### config.mk
export PLATFORM = sky130hd
export DESIGN_NAME = keypad_entry
export DESIGN_NICKNAME = d
export VERILOG_FILES = /design/src/rtl/keypad_pkg.sv /design/src/rtl/key_debounce.sv /design/src/rtl/keypad_entry.sv
export SDC_FILE = /design/constraint.sdc
export NUM_CORES = 1
export LEC_CHECK = 0
export BUFFER_PORTS_ARGS = -buffer_cell sky130_fd_sc_hd__buf_2
export CORE_MARGIN = 2
export CORE_UTILIZATION = 40
export CTS_BUF_LIST = sky130_fd_sc_hd__clkbuf_16
export DETAILED_ROUTE_END_ITERATION = 12
export GPL_TIMING_DRIVEN = 0
export HOLD_SLACK_MARGIN = 0.02
export PLACE_DENSITY = 0.53
export SYNTH_ARGS = -nofsm -noshare
export SYNTH_HDL_FRONTEND = slang
export SYNTH_HIERARCHICAL = 1
export SYNTH_SLANG_ARGS = --single-unit
### constraint.sdc
create_clock -name clk -period 4.44 [get_ports clk]
set_input_delay 0.888 -clock clk [delete_from_list [all_inputs] [get_ports clk]]
set_output_delay 0.888 -clock clk [all_outputs]
set_load 0.005 [all_outputs]
### src/rtl/keypad_pkg.sv
// Shared key codes, decode helpers and debounce state type for the keypad entry block.
package keypad_pkg;

  localparam logic [4:0] KEY_NONE = 5'h00;
  localparam logic [4:0] KEY_D0   = 5'h10;
  localparam logic [4:0] KEY_STAR = 5'h1A;
  localparam logic [4:0] KEY_HASH = 5'h1B;

  localparam int VALUE_W = 14;

  typedef enum logic [1:0] {
    IDLE,
    PRESS_DB,
    HELD,
    REL_DB
  } db_state_t;

  function automatic logic is_digit(input logic [4:0] code);
    return (code >= KEY_D0) && (code <= 5'h19);
  endfunction

  function automatic logic is_key(input logic [4:0] code);
    return (code >= KEY_D0) && (code <= KEY_HASH);
  endfunction

  function automatic logic [3:0] digit_of(input logic [4:0] code);
    return 4'(code - KEY_D0);
  endfunction

endpackage

### src/rtl/key_debounce.sv
// Two-stage input synchronizer and press/release debounce; one key_valid per physical press.
//
// state    | meaning
// IDLE     | no key seen, waiting for a nonzero code
// PRESS_DB | candidate code must stay stable DEBOUNCE_CYCLES samples
// HELD     | press accepted; waiting for release, code changes ignored
// REL_DB   | zero code must stay stable DEBOUNCE_CYCLES samples
module key_debounce
  import keypad_pkg::*;
#(
  parameter int DEBOUNCE_CYCLES = 48000
) (
  input  logic       clk,
  input  logic       reset,
  input  logic [4:0] key,
  output logic       key_valid,
  output logic [4:0] key_code
);

  localparam int CNT_W = (DEBOUNCE_CYCLES > 1) ? $clog2(DEBOUNCE_CYCLES) : 1;
  localparam logic [CNT_W-1:0] CNT_LAST = CNT_W'(DEBOUNCE_CYCLES - 1);

  db_state_t        state, state_nxt;
  logic [4:0]       k_meta, k;
  logic [4:0]       cand, cand_nxt;
  logic [CNT_W-1:0] cnt, cnt_nxt;
  logic             fire;

  always_ff @(posedge clk or posedge reset) begin
    if (reset) begin
      state     <= IDLE;
      k_meta    <= '0;
      k         <= '0;
      cand      <= '0;
      cnt       <= '0;
      key_valid <= 1'b0;
      key_code  <= '0;
    end else begin
      state     <= state_nxt;
      k_meta    <= key;
      k         <= k_meta;
      cand      <= cand_nxt;
      cnt       <= cnt_nxt;
      key_valid <= fire && is_key(cand);
      if (fire && is_key(cand))
        key_code <= cand;
    end
  end

  always_comb begin
    state_nxt = state;
    cand_nxt  = cand;
    cnt_nxt   = cnt;
    fire      = 1'b0;
    case (state)
      IDLE: begin
        if (k != KEY_NONE) begin
          cand_nxt  = k;
          cnt_nxt   = '0;
          state_nxt = PRESS_DB;
        end
      end
      PRESS_DB: begin
        if (k != cand)
          state_nxt = IDLE;
        else if (cnt == CNT_LAST) begin
          state_nxt = HELD;
          fire      = 1'b1;
        end else
          cnt_nxt = cnt + 1'b1;
      end
      HELD: begin
        if (k == KEY_NONE) begin
          cnt_nxt   = '0;
          state_nxt = REL_DB;
        end
      end
      REL_DB: begin
        if (k != KEY_NONE)
          state_nxt = HELD;
        else if (cnt == CNT_LAST)
          state_nxt = IDLE;
        else
          cnt_nxt = cnt + 1'b1;
      end
      default: state_nxt = IDLE;
    endcase
  end

endmodule

### src/rtl/keypad_entry.sv
// Keypad number entry: debounced keys build a BCD buffer, '#' converts it to binary, '*' or idle timeout clears.
module keypad_entry
  import keypad_pkg::*;
#(
  parameter int DEBOUNCE_CYCLES = 48000,
  parameter int TIMEOUT_CYCLES  = 480000000,
  parameter int DIGITS          = 4
) (
  input  logic                  clk,
  input  logic                  reset,
  input  logic [4:0]            key,
  output logic                  key_valid,
  output logic [4:0]            key_code,
  output logic [4*DIGITS-1:0]   entry_bcd,
  output logic [2:0]            entry_len,
  output logic                  commit,
  output logic [VALUE_W-1:0]    value,
  output logic                  overflow
);

  localparam int IDX_W = (DIGITS > 1) ? $clog2(DIGITS) : 1;
  localparam int TMO_W = (TIMEOUT_CYCLES > 1) ? $clog2(TIMEOUT_CYCLES) : 1;
  localparam logic [TMO_W-1:0] TMO_LOAD = TMO_W'(TIMEOUT_CYCLES - 1);
  localparam logic [2:0]       LEN_MAX  = 3'(DIGITS);

  logic               busy;
  logic [IDX_W-1:0]   conv_idx;
  logic [VALUE_W-1:0] acc, acc_next;
  logic [3:0]         cur_digit;
  logic [TMO_W-1:0]   tmo_cnt;

  key_debounce #(
    .DEBOUNCE_CYCLES(DEBOUNCE_CYCLES)
  ) u_debounce (
    .clk      (clk),
    .reset    (reset),
    .key      (key),
    .key_valid(key_valid),
    .key_code (key_code)
  );

  // Most significant digit first; acc*10 as two shifts keeps this adder-only.
  always_comb begin
    cur_digit = entry_bcd[{conv_idx, 2'b00} +: 4];
    acc_next  = (acc << 3) + (acc << 1) + VALUE_W'(cur_digit);
  end

  always_ff @(posedge clk or posedge reset) begin
    if (reset) begin
      entry_bcd <= '0;
      entry_len <= '0;
      overflow  <= 1'b0;
      value     <= '0;
      commit    <= 1'b0;
      busy      <= 1'b0;
      conv_idx  <= '0;
      acc       <= '0;
      tmo_cnt   <= '0;
    end else begin
      commit <= 1'b0;
      if (busy) begin
        acc <= acc_next;
        if (conv_idx == '0) begin
          busy      <= 1'b0;
          value     <= acc_next;
          commit    <= 1'b1;
          entry_bcd <= '0;
          entry_len <= '0;
          overflow  <= 1'b0;
        end else
          conv_idx <= conv_idx - 1'b1;
      end else if (key_valid) begin
        tmo_cnt <= TMO_LOAD;
        if (is_digit(key_code)) begin
          if (entry_len < LEN_MAX) begin
            entry_bcd <= {entry_bcd[4*DIGITS-5:0], digit_of(key_code)};
            entry_len <= entry_len + 1'b1;
          end else
            overflow <= 1'b1;
        end else if (key_code == KEY_STAR) begin
          entry_bcd <= '0;
          entry_len <= '0;
          overflow  <= 1'b0;
        end else if (key_code == KEY_HASH && entry_len != '0) begin
          busy     <= 1'b1;
          acc      <= '0;
          conv_idx <= IDX_W'(entry_len - 3'd1);
        end
      end else if (entry_len != '0) begin
        if (tmo_cnt == '0) begin
          entry_bcd <= '0;
          entry_len <= '0;
          overflow  <= 1'b0;
        end else
          tmo_cnt <= tmo_cnt - 1'b1;
      end
    end
  end

endmodule

=== Yosys cells after proc, flatten, opt, wreduce, memory -nomap -nowiden ===
Index checks and enable logic that the tools add are counted.

* Shift-type cells: 1
* Magnitude comparators: 5
* Multiply operators: 0
* Multiplexer cells: 62
* Bitwise gates (word level): 1
* Equality and inequality tests: 21
* Divide/modulo/power cells: 0
* Reductions and logical operators: 24
* Add/subtract/negate cells: 8

{| class="wikitable"
|+ Operators by type and width
! kind !! count
|-
| 2-to-1 mux 16 bit || 13
|-
| 2-to-1 mux 29 bit || 3
|-
| 2-to-1 mux 13 bit || 5
|-
| case mux 16 bit (4 select lines) || 1
|-
| logical NOT 29 bit || 1
|-
| subtractor 29 x 1 -> 29 bit (second input constant) || 1
|-
| 2-to-1 mux 2 bit || 12
|-
| 2-to-1 mux 3 bit || 8
|-
| 2-to-1 mux 1 bit || 19
|-
| adder 16 x 1 -> 16 bit (second input constant) || 1
|-
| equality test 16 bit (second input constant) || 1
|-
| indexed part select 16 x 5 -> 4 bit || 1
|-
| AND reduction 5 bit || 3
|-
| adder 14 bit || 1
|-
| adder 14 x 4 -> 14 bit || 1
|-
| inequality test 4 bit (second input constant) || 3
|-
| AND reduction 4 bit || 3
|-
| equality test 5 bit (second input constant) || 2
|-
| >= comparator 5 bit (second input constant) || 2
|-
| <= comparator 5 bit (second input constant) || 2
|-
| inequality test 2 bit (second input constant) || 5
|-
| nonzero test 3 bit || 3
|-
| inequality test 2 x 1 -> 1 bit (second input constant) || 4
|-
| case mux 2 bit (4 select lines) || 1
|-
| other kinds (16) || 26
|}

* Bits in latches: 0
* Output and inout bits: 41
* Bits in read-only memories: 0
* Input bits: 7
* Memory bits (writable): 0
* Memories: 0
* Register bits: 119

=== Depth between registers and ports, before layout ===
Gate-level depths: netlist (run 1).

* Word-level depth: 7
* Mapped depth: 11
* Mapped depth without buffers: 10

=== By module ===
Netlist (run 1), hierarchy kept.

{| class="wikitable"
|+ Modules (own cells, without submodules)
! module !! instances !! area an instance (µm²) !! seq. area each (µm²) !! cells an instance
|-
| keypad_entry || 1 || 4568.1 || 2001.9 || 461
|-
| key_debounce || 1 || 1923.1 || 975.9 || 171
|}

=== Worst setup path after synthesis (run 1) ===
Ideal clock, no wire load.

* Path kind: reg2reg
* Start point: register conv_idx[0]
* End point: register value[12]
* Stages on the path, launching flop included: 11
* Data required time: 4315 ps
* Setup time: 125 ps
* Data arrival time: 3062 ps
* Path slack: 1254 ps
* Cells stage by stage: dfrtp_1 > clkbuf_1 > mux4_2 > ha_1 > ha_1 > fa_1 > a211o_1 > a21oi_1 > o211ai_1 > xor2_1 > mux2_2

* Longest elaborated chain between the ends: 2
* Elaborated cells between the ends (all ways): 4

{| class="wikitable"
|+ Ends and longest elaborated chain
! what !! line !! text
|-
| start: declaration || keypad_entry.sv:27 || <nowiki>logic [IDX_W-1:0] conv_idx;</nowiki>
|-
| start signal: assignment || keypad_entry.sv:71 || <nowiki>conv_idx <= conv_idx - 1'b1;</nowiki>
|-
| start signal: assignment || keypad_entry.sv:87 || <nowiki>conv_idx <= IDX_W'(entry_len - 3'd1);</nowiki>
|-
| indexed part select 16 x 5 -> 4 bit / logical NOT 2 bit (equally long branches) || keypad_entry.sv:44, keypad_entry.sv:63 ||
|-
| adder 14 x 4 -> 14 bit / AND reduction 2 bit (equally long branches) || -- ||
|-
| end signal: assignment || keypad_entry.sv:65 || <nowiki>value <= acc_next;</nowiki>
|-
| end: declaration || keypad_entry.sv:17 || <nowiki>output logic [VALUE_W-1:0] value,</nowiki>
|}

Several ways; a longest one is shown, not always the timed one.
A chain may end at the register's enable or synchronous reset.

=== Worst setup path after layout (run 1) ===
* Start point: register conv_idx[0]
* End point: register value[13]

The elaborated chain is that of the path after synthesis.

==> metrics, run 1 <==
status completed; R2R cell count 11; unrepaired setup endpoints after global routing false; critical register-to-register path endpoint value[13]; minimum clock period ~3.6 ns; ant diodes 0; sequential power share about two fifths; initial core utilization around 41%; post-synthesis cell area 6491 µm²; routability congestion estimate 0.8529; VDD IR max roughly 260 µV; layout net count roughly 730; H-tree depth 4; final hold vios 0; syn_nets roughly 670; CP Launch Type register; min-delay src u_debounce/k_meta[4]; share of cells above drive strength 1 a little under a fifth; pin count of the biggest net entering global routing 50; register area share after synthesis 45.88%; worst path required time ~4.7 ns; chip height ~130 µm; vias per std cell slightly below 6; max-cap violation count 0; Clock Skew between 0.008 and 0.009 ns; period utilisation layout 81.85%; NetSw around 770 µW; Combinational Power Share 11.8%; GRT overflow 0; initial antenna violation count 0; Hold Path Cell Cnt 0; die width around 130 µm; Sink Count roughly 120; WL/cell between 15 and 20 µm; Rows between 40 and 50; Reg clk slew, reported paths 0.06 ns; Final Core Density 48.19%; Starting DRT DRC Count 310; DPL Wire Length roughly 12 mm; port bufs between 40 and 50; critical path class register to register; Worst-Skew Late Latency 0.42 ns; first-pass GRT wire length 27.54 mm; setup TNS 0 ns; antenna-violating nets left 0; Max clock buf depth 2; clock network power share roughly 49%; vias in the first global route 5212; Hold Worst Slack approximately 0.35 ns; Area Overhead vs Synth 17.93%; Mean Syn Cell Area 10.27 µm²; PD cells approximately 400 nW/µm²; register area 2978 µm²; Worst Hold End u_debounce/k[4]; I/O pin count 48; Seq cells post-synth 119; Least-Margin Pin Slew 0.9752 ns; fillcell total between 1500 and 2000; die area 17260 µm²; LEAKAGE roughly 0.0037 µW; CTS resizes 0; CP Capture Type register; total via count after detailed routing approximately 5400; Hold Path Class register to register; Post-CTS Setup Bufs 0; number of remaining DRC errors 0; Total Routing Usage GR about a fifth; cells after synthesis ~630; library cells used by synthesis between 70 and 80; crit path max fanout 9; cts bufs inserted 17; Post-synth EDFFs 0; Core Box Area 15890 µm²; Syn. warnings 6; area of the multi-input gates 3242 µm²; Fmax achieved 0.2752 GHz; DRT Pass-1 Iters 5; Async SR Flop Fraction 100.0%; Final Setup Violations 0; TritonCTS clock tree done; clock root buffer clkbuf_16; Int Power between 2000 and 2500 µW; FF-to-FF Start conv_idx[0]; hold-fix buffers at CTS 0; Rel. slew slack about a third; r2r setup slk between 0.8 and 0.9 ns; final WL 16.56 mm; Synth Flop Type dfrtp_1; switching part of the total power approximately 26%; worst path arrival time slightly below 4 ns; final-report max-slew violation count 0
## routing by layer
layer	track usage, %	up-vias	share of wire [%]
li1	-	2546	-
met1	26.61	2666	47
met2	31.61	138	47
met3	3.935	23	3.9
met4	7.548	0	1.6
met5	0	-	0
## cell usage after synthesis, types with 3 or more instances
library cell | instances | area share, %
mux4_2 | 4 | 1.4
a41oi_1 | 3 | 0.40
o21a_1 | 6 | 0.69
o41ai_1 | 8 | 1.1
buf_2 | 5 | 0.39
dfrtp_1 | 119 | 46
o311ai_0 | 3 | 0.40
ha_1 | 26 | 5.0
mux2_2 | 17 | 2.9
o31ai_1 | 11 | 1.3
nor4_1 | 13 | 1.3
a22o_1 | 20 | 2.7
xnor2_1 | 5 | 0.67
and3_1 | 6 | 0.58
nand4_1 | 7 | 0.67
o21ai_0 | 35 | 2.7
buf_6 | 4 | 0.69
or3_1 | 12 | 1.2
inv_1 | 23 | 1.3
mux2i_1 | 4 | 0.62
nand2_1 | 40 | 2.3
nor3_1 | 16 | 1.2
nor2_1 | 29 | 1.7
a21o_1 | 4 | 0.46
xor2_1 | 10 | 1.3
o211ai_1 | 5 | 0.58
or4_1 | 16 | 1.9
a31oi_1 | 7 | 0.67
a211oi_1 | 4 | 0.46
nand2b_1 | 7 | 0.67
and2_1 | 5 | 0.48
a21oi_1 | 37 | 2.9
nand4b_1 | 3 | 0.40
nor4_2 | 3 | 0.58
clkbuf_1 | 21 | 1.2
nand3_1 | 31 | 2.4
a211o_2 | 3 | 0.46
and4_1 | 10 | 1.3
## power by group through the flow
stage / logic, µW / clock network (µW) / registers (µW)
floorplan: 275 / 0 / 1180
global placement: 345 / 0 / 1190
detailed placement: 352 / 0 / 1190
CTS: 355 / 1500 / 1170
global route: 385 / 1550 / 1180
finish: 351 / 1460 / 1170
## how the worst max path moves through the flow
| stage | start | to | slack (ns) |
|---|---|---|---|
| after global routing | conv_idx[0] | value[13] | 0.56 |
| final | conv_idx[0] | value[13] | 0.81 |
| after CTS | conv_idx[0] | value[13] | 0.83 |
| after detailed placement | conv_idx[0] | value[13] | 0.85 |
| after floorplan | conv_idx[0] | value[12] | 1.25 |
| after global placement | reset | value[11] | 0.37 |
## through the flow
stage               area (µm²)  total power (µW)  instances  worst slack (ns)
floorplan                 6491              1456        632             1.254
detailed placement        7027              1542        896            0.8487
CTS                       7655              3024        928            0.8338
finish                    7655              2984        928            0.8057
global route              7655              3116        928            0.5579
global placement          6997              1535        895            0.3695
## logic make-up (layout without fill, tap and decap cells)
| family | after synthesis | after routing | synth area share, % |
|---|---|---|---|
| AND/OR/NAND/NOR | 212 | 212 | 18.39 |
| multiplexers | 25 | 25 | 4.954 |
| AO/OA/AOI/OAI | 174 | 174 | 18.95 |
| buffers and inverters | 59 | 139 | 4.183 |
| flip-flops | 119 | 119 | 45.88 |
| adder cells (fa/ha/maj) | 28 | 28 | 5.628 |
| XOR/XNOR | 15 | 15 | 2.024 |
## critical path, stage by stage, from the launching register on
cell and delay (ns):
dfrtp_1 0.32, clkbuf_1 0.38, mux4_2 0.56, inv_1 0.08, fa_1 0.40, inv_1 0.11
ha_1 0.25, a211o_1 0.29, a2111oi_0 0.59, o21ai_0 0.26, mux2i_1 0.19, nand3_1 0.09
## layout by cell type (no fill, tap or decap), types with 21 or more instances in the layout
master,count
dfrtp_1,119
buf_2,52
nand2_1,40
a21oi_1,37
o21ai_0,35
nand3_1,31
nor2_1,29
ha_1,26
inv_1,22
clkbuf_1,21
## area by class of cell
type | instances | share of cell area (%)
clock buffer | 17 | 5.557
buffer | 33 | 2.272
multi-input combinational | 454 | 42.35
inverter | 26 | 1.308
timing repair buffer | 48 | 3.432
sequential | 119 | 38.90
tap | 216 | 3.531
clock inverter | 15 | 2.648
## sequential cells by signal, indices dropped and copies added, names as in the netlist, 2 cells and up
name,count
tmo_cnt,29
entry_bcd,16
u_debounce/state,2
u_debounce/k_meta,5
u_debounce/key_code,5
u_debounce/cand,5
value,14
conv_idx,2
u_debounce/k,5
u_debounce/cnt,16
acc,13
entry_len,3
(Power assumes the default switching activity.)
==> run 2: changes to the inputs <==
- clock period: 4.44 -> 3.45 ns (I/O delays scaled with it)
==> metrics, run 2 (same netlist as run 1, synthesis figures left out) <==
status completed; max-cap violation count 0; hold-fix buffers at CTS 0; DRT Pass-1 Iters 5; vias in the first global route 5207; vias per std cell around 5.8; number of remaining DRC errors 0; clock root buffer clkbuf_16; most frequent cells in the layout dfrtp_1, buf_2, nand2_1, a21oi_1, o21ai_0; minimum clock period 3.272 ns; Max clock buf depth 2; pin count of the biggest net entering global routing 50; routability congestion estimate around 0.85; Worst-Skew Late Latency 0.42 ns; final-report max-slew violation count 0; period utilisation layout between 90 and 100%; Rows 46; worst path required time ~3.8 ns; Sink Count 119; Top Registers tmo_cnt: 29 flops, entry_bcd: 16 flops, u_debounce/cnt: 16 flops; I/O pin count 48; Core Box Area roughly 16000 µm²; Rel. slew slack a little over a third; initial core utilization roughly two fifths; H-tree depth 4; CP Launch Type register; GRT overflow 0; Area Overhead vs Synth 18.16%; Cell Count, Final, Fillers Out around 930; final WL between 15 and 20 mm; final worst setup slack around 0.18 ns; LEAKAGE around 0.0037 µW; worst path arrival time 3.57 ns; Reg clk slew, reported paths ~0.060 ns; Total Routing Usage GR ~20%; final hold vios 0; first-pass GRT wire length 27.54 mm; cts bufs inserted 17; share of cells above drive strength 1 about a fifth; Clock Skew just over 0.008 ns; WL/cell 17.91 µm; port bufs 47; placed insts between 800 and 900; total via count after detailed routing between 5000 and 6000; ant diodes 0; Least-Margin Pin Slew approximately 0.95 ns; PD cells around 500 nW/µm²; die width 131.4 µm; area of the multi-input gates 3248 µm²; Hold Path Class input pin to asynchronous set/reset pin; CP Capture Type register; Starting DRT DRC Count between 200 and 300; VDD IR max between 300 and 400 µV; max reg flops 29; initial antenna violation count 0; crit path max fanout 6; fillcell total ~1500; unrepaired setup endpoints after global routing false; register area roughly 3000 µm²; Reg with most FFs tmo_cnt; die area approximately 17000 µm²; antenna-violating nets left 0; TritonCTS clock tree done; chip height around 130 µm; Fmax achieved between 0.3 and 0.4 GHz; layout net count around 730; DPL Wire Length roughly 12 mm; Final Setup Violations 0; critical path class register to register; commonest non-fill, non-tap cell in the layout dfrtp_1; Post-Place Setup Slack -0.1413 ns
==> run 2: cell count changes in the layout (fill, tap and decap cells not counted) <==
cell | previous run | this run
a2111oi_0 | 2 | 1
buf_4 | 1 | 3
dfrtp_2 | 0 | 1
dfrtp_1 | 119 | 118
a2111oi_2 | 0 | 1
clkbuf_1 | 21 | 19
==> run 2: metal layers <==
layer / share of wire, % / GRT usage, %
met5: 0 / 0
met4: 1.6 / 7.548
met3: 3.8 / 3.935
met2: 48 / 31.58
met1: 47 / 26.64
==> run 2: metrics by stage <==
stage	utilization (%)	TNS [ns]	cell area, µm²	power [µW]	hold slack (ns)
after floorplan	-	0	6491	1874	0.3312
after global placement	44.05	-33.76	6997	1975	0.3336
after detailed placement	44.23	-0.4584	7027	1984	0.3381
after CTS	48.16	0	7651	3892	0.3209
after global routing	48.28	0	7670	4011	0.3295
final	48.28	0	7670	3843	0.3042
==> run 2: final cells by class <==
type,instances,share of cell area (%)
clock inverter,15,2.643
multi-input combinational,454,42.35
buffer,31,2.170
tap,216,3.524
timing repair buffer,50,3.622
sequential,119,38.84
clock buffer,17,5.546
inverter,26,1.305
==> run 2: worst max-delay path, stage by stage (launching register included) <==
cell	delay, ns
dfrtp_2	0.44
mux4_2	0.54
ha_1	0.29
ha_1	0.24
fa_1	0.44
a211o_1	0.36
a21oi_1	0.22
o211ai_1	0.15
xor2_1	0.19
mux2_2	0.28
==> run 2: path summary, 6_finish.rpt <==
path	slack (ns)	cells past startpoint	end	from
max in group asynchronous	2.48	2	u_debounce/k_meta[1]	reset
setup reg to reg	0.18	9	value[12]	conv_idx[0]
hold reg to reg	0.35	0	u_debounce/k[4]	u_debounce/k_meta[4]
hold / removal	0.30	2	tmo_cnt[21]	reset
min in group clk	0.35	0	u_debounce/k[4]	u_debounce/k_meta[4]
setup / recovery	0.18	9	value[12]	conv_idx[0]
==> run 2: where the power goes <==
group	switching [µW]	total (µW)	internal (µW)
logic	268	450	182
clock network	676	1890	1210
registers	51.4	1510	1460
==> run 2: timing repair <==
action                                  in CTS  in global routing
hold endpoints to repair                     0                  0
endpoints found under the setup margin       7                  6
resized for setup                            0                  3
setup buffers                                0                  2
==> run 3: changes to the inputs <==
- CORE_MARGIN: 2 -> default
==> metrics, run 3 (same netlist as run 1, synthesis figures left out) <==
H-tree depth 4; vias in the first global route 5278; Reg with most FFs tmo_cnt; crit-path most repeated cell ha_1; number of remaining DRC errors 0; Area Overhead vs Synth 17.06%; crit path max fanout 9; worst path arrival time 3.61 ns; port bufs 47; Combinational Power Share about an eighth; Max clock buf depth 2; die area 16740 µm²; antenna-violating nets left 0; final-report max-slew violation count 0; switching part of the total power approximately 28%; ant diodes 0; hold-fix buffers at CTS 0; critical path class register to register; Least-Margin Pin Slew about 1 ns; TritonCTS clock tree done; period utilisation layout a little over nine tenths; Final Setup Violations 0; crit path cell chain mux4_2 -> ha_1 -> ha_1 -> fa_1 -> a211o_1 -> a21oi_1 -> o211ai_1 -> xor2_1 -> mux2_2; initial core utilization about two fifths; Top Registers tmo_cnt: 29 flops, entry_bcd: 16 flops, u_debounce/cnt: 16 flops; Total Routing Usage GR a little over a fifth; sequential power share 41.1%; final hold vios 0; DRT Pass-1 Iters 4; pin count of the biggest net entering global routing between 50 and 60; commonest non-fill, non-tap cell in the layout dfrtp_1; Rows 46; slowest cell delay on critical path 0.55 ns; DPL Wire Length between 10 and 15 mm; most frequent cells in the layout dfrtp_1, buf_2, nand2_1, a21oi_1, o21ai_0; LEAKAGE approximately 0.0036 µW; NetSw around 1000 µW; total via count after detailed routing around 5300; final WL 16.44 mm; Sink Count roughly 120; max reg flops 29; WL/cell around 18 µm; share of cells above drive strength 1 19.30%; CP Capture Type register; I/O pin count 48; worst path required time roughly 3.8 ns; max-cap violation count 0; r2r setup slk between 0.1 and 0.15 ns; Worst path slowest cell mux4_2; VDD IR max 352.4 µV; Rel. slew slack about a third; Final Power 3668 µW; status completed; GRT overflow 0; clock root buffer clkbuf_16; Reg clk slew, reported paths 0.06 ns; unrepaired setup endpoints after global routing false; Worst-Skew Late Latency around 0.43 ns; Core Box Area roughly 16000 µm²; Hold Worst Slack 0.2416 ns; minimum clock period ~3.3 ns; fillcell total approximately 1500; cts bufs inserted 17; vias per std cell about 5.7; clock network power share roughly 47%; first-pass GRT wire length 27.57 mm; CP startpoint conv_idx[0]; CP Launch Type register; PD cells 482.8 nW/µm²; chip height between 100 and 150 µm; Fmax achieved 0.3027 GHz; die width 129.4 µm; Clock Skew approximately 0.0090 ns; initial antenna violation count 0; routability congestion estimate between 0.8 and 0.9; FF-to-FF Start conv_idx[0]; Int Power between 2000 and 3000 µW; layout net count 732; Starting DRT DRC Count roughly 280; Hold Path Class input pin to asynchronous set/reset pin
-- run 3: power by group through the flow --
stage                     logic [µW]  registers (µW)  clock network [µW]
after global placement           445            1530                   0
final                            451            1510                1710
after CTS                        458            1510                1750
after global routing             497            1520                1810
after detailed placement         453            1530                   0
after floorplan                  354            1520                   0
-- run 3: layout make-up --
type / count / area, µm² / area share, %
Sequential cell: 119 / 2979 / 39.21
Multi-Input combinational cell: 454 / 3248 / 42.75
Clock buffer: 17 / 425.4 / 5.599
Timing Repair Buffer: 48 / 262.8 / 3.458
Buffer: 31 / 166.4 / 2.190
Inverter: 26 / 100.1 / 1.317
Tap cell: 216 / 270.3 / 3.557
Clock inverter: 15 / 146.4 / 1.927
-- run 3: what timing repair did --
item,in CTS,in global routing
setup endpoints to repair,7,7
setup buffers,0,0
pin swaps,0,0
gates resized for setup,1,2
-- run 3: worst max-delay path: cells and delay by family (launching register included) --
kind                       cells  cell delay (ns)
AOI/OAI and AO/OA              3             0.73
xor gates and xnor gates       1             0.19
adders and majority gates      3             0.97
DFF                            1             0.48
muxes                          2             0.83
-- run 3: per-layer routing --
layer  wire [µm]  vias to the layer above  GRT usage (%)
li1            -                     2550              -
met1        7748                     2630          28.56
met2        7879                       97          34.16
met3         524                       25          4.294
met4         292                        0          10.03
met5           0                        -              0
-- run 3: path summary, 6_finish.rpt --
| path | end | cells past startpoint |
|---|---|---|
| max | value[12] | 9 |
| min | tmo_cnt[23] | 2 |
| max reg2reg | value[12] | 9 |
| min reg2reg | u_debounce/k[2] | 0 |
| max in group asynchronous | u_debounce/key_valid | 2 |
| min in group clk | u_debounce/k[2] | 0 |
-- run 3: metrics by stage --
stage | util [%] | setup slack (ns) | instance area [µm²] | cells | setup TNS, ns
after floorplan | - | 0.2638 | 6491 | 632 | 0
after global placement | 44.05 | -0.4076 | 6997 | 895 | -32.58
after detailed placement | 44.23 | -0.1756 | 7027 | 896 | -0.3680
after CTS | 47.82 | 0.03853 | 7596 | 927 | 0
after global routing | 47.83 | 0.007152 | 7599 | 926 | 0
final | 47.83 | 0.1466 | 7599 | 926 | 0
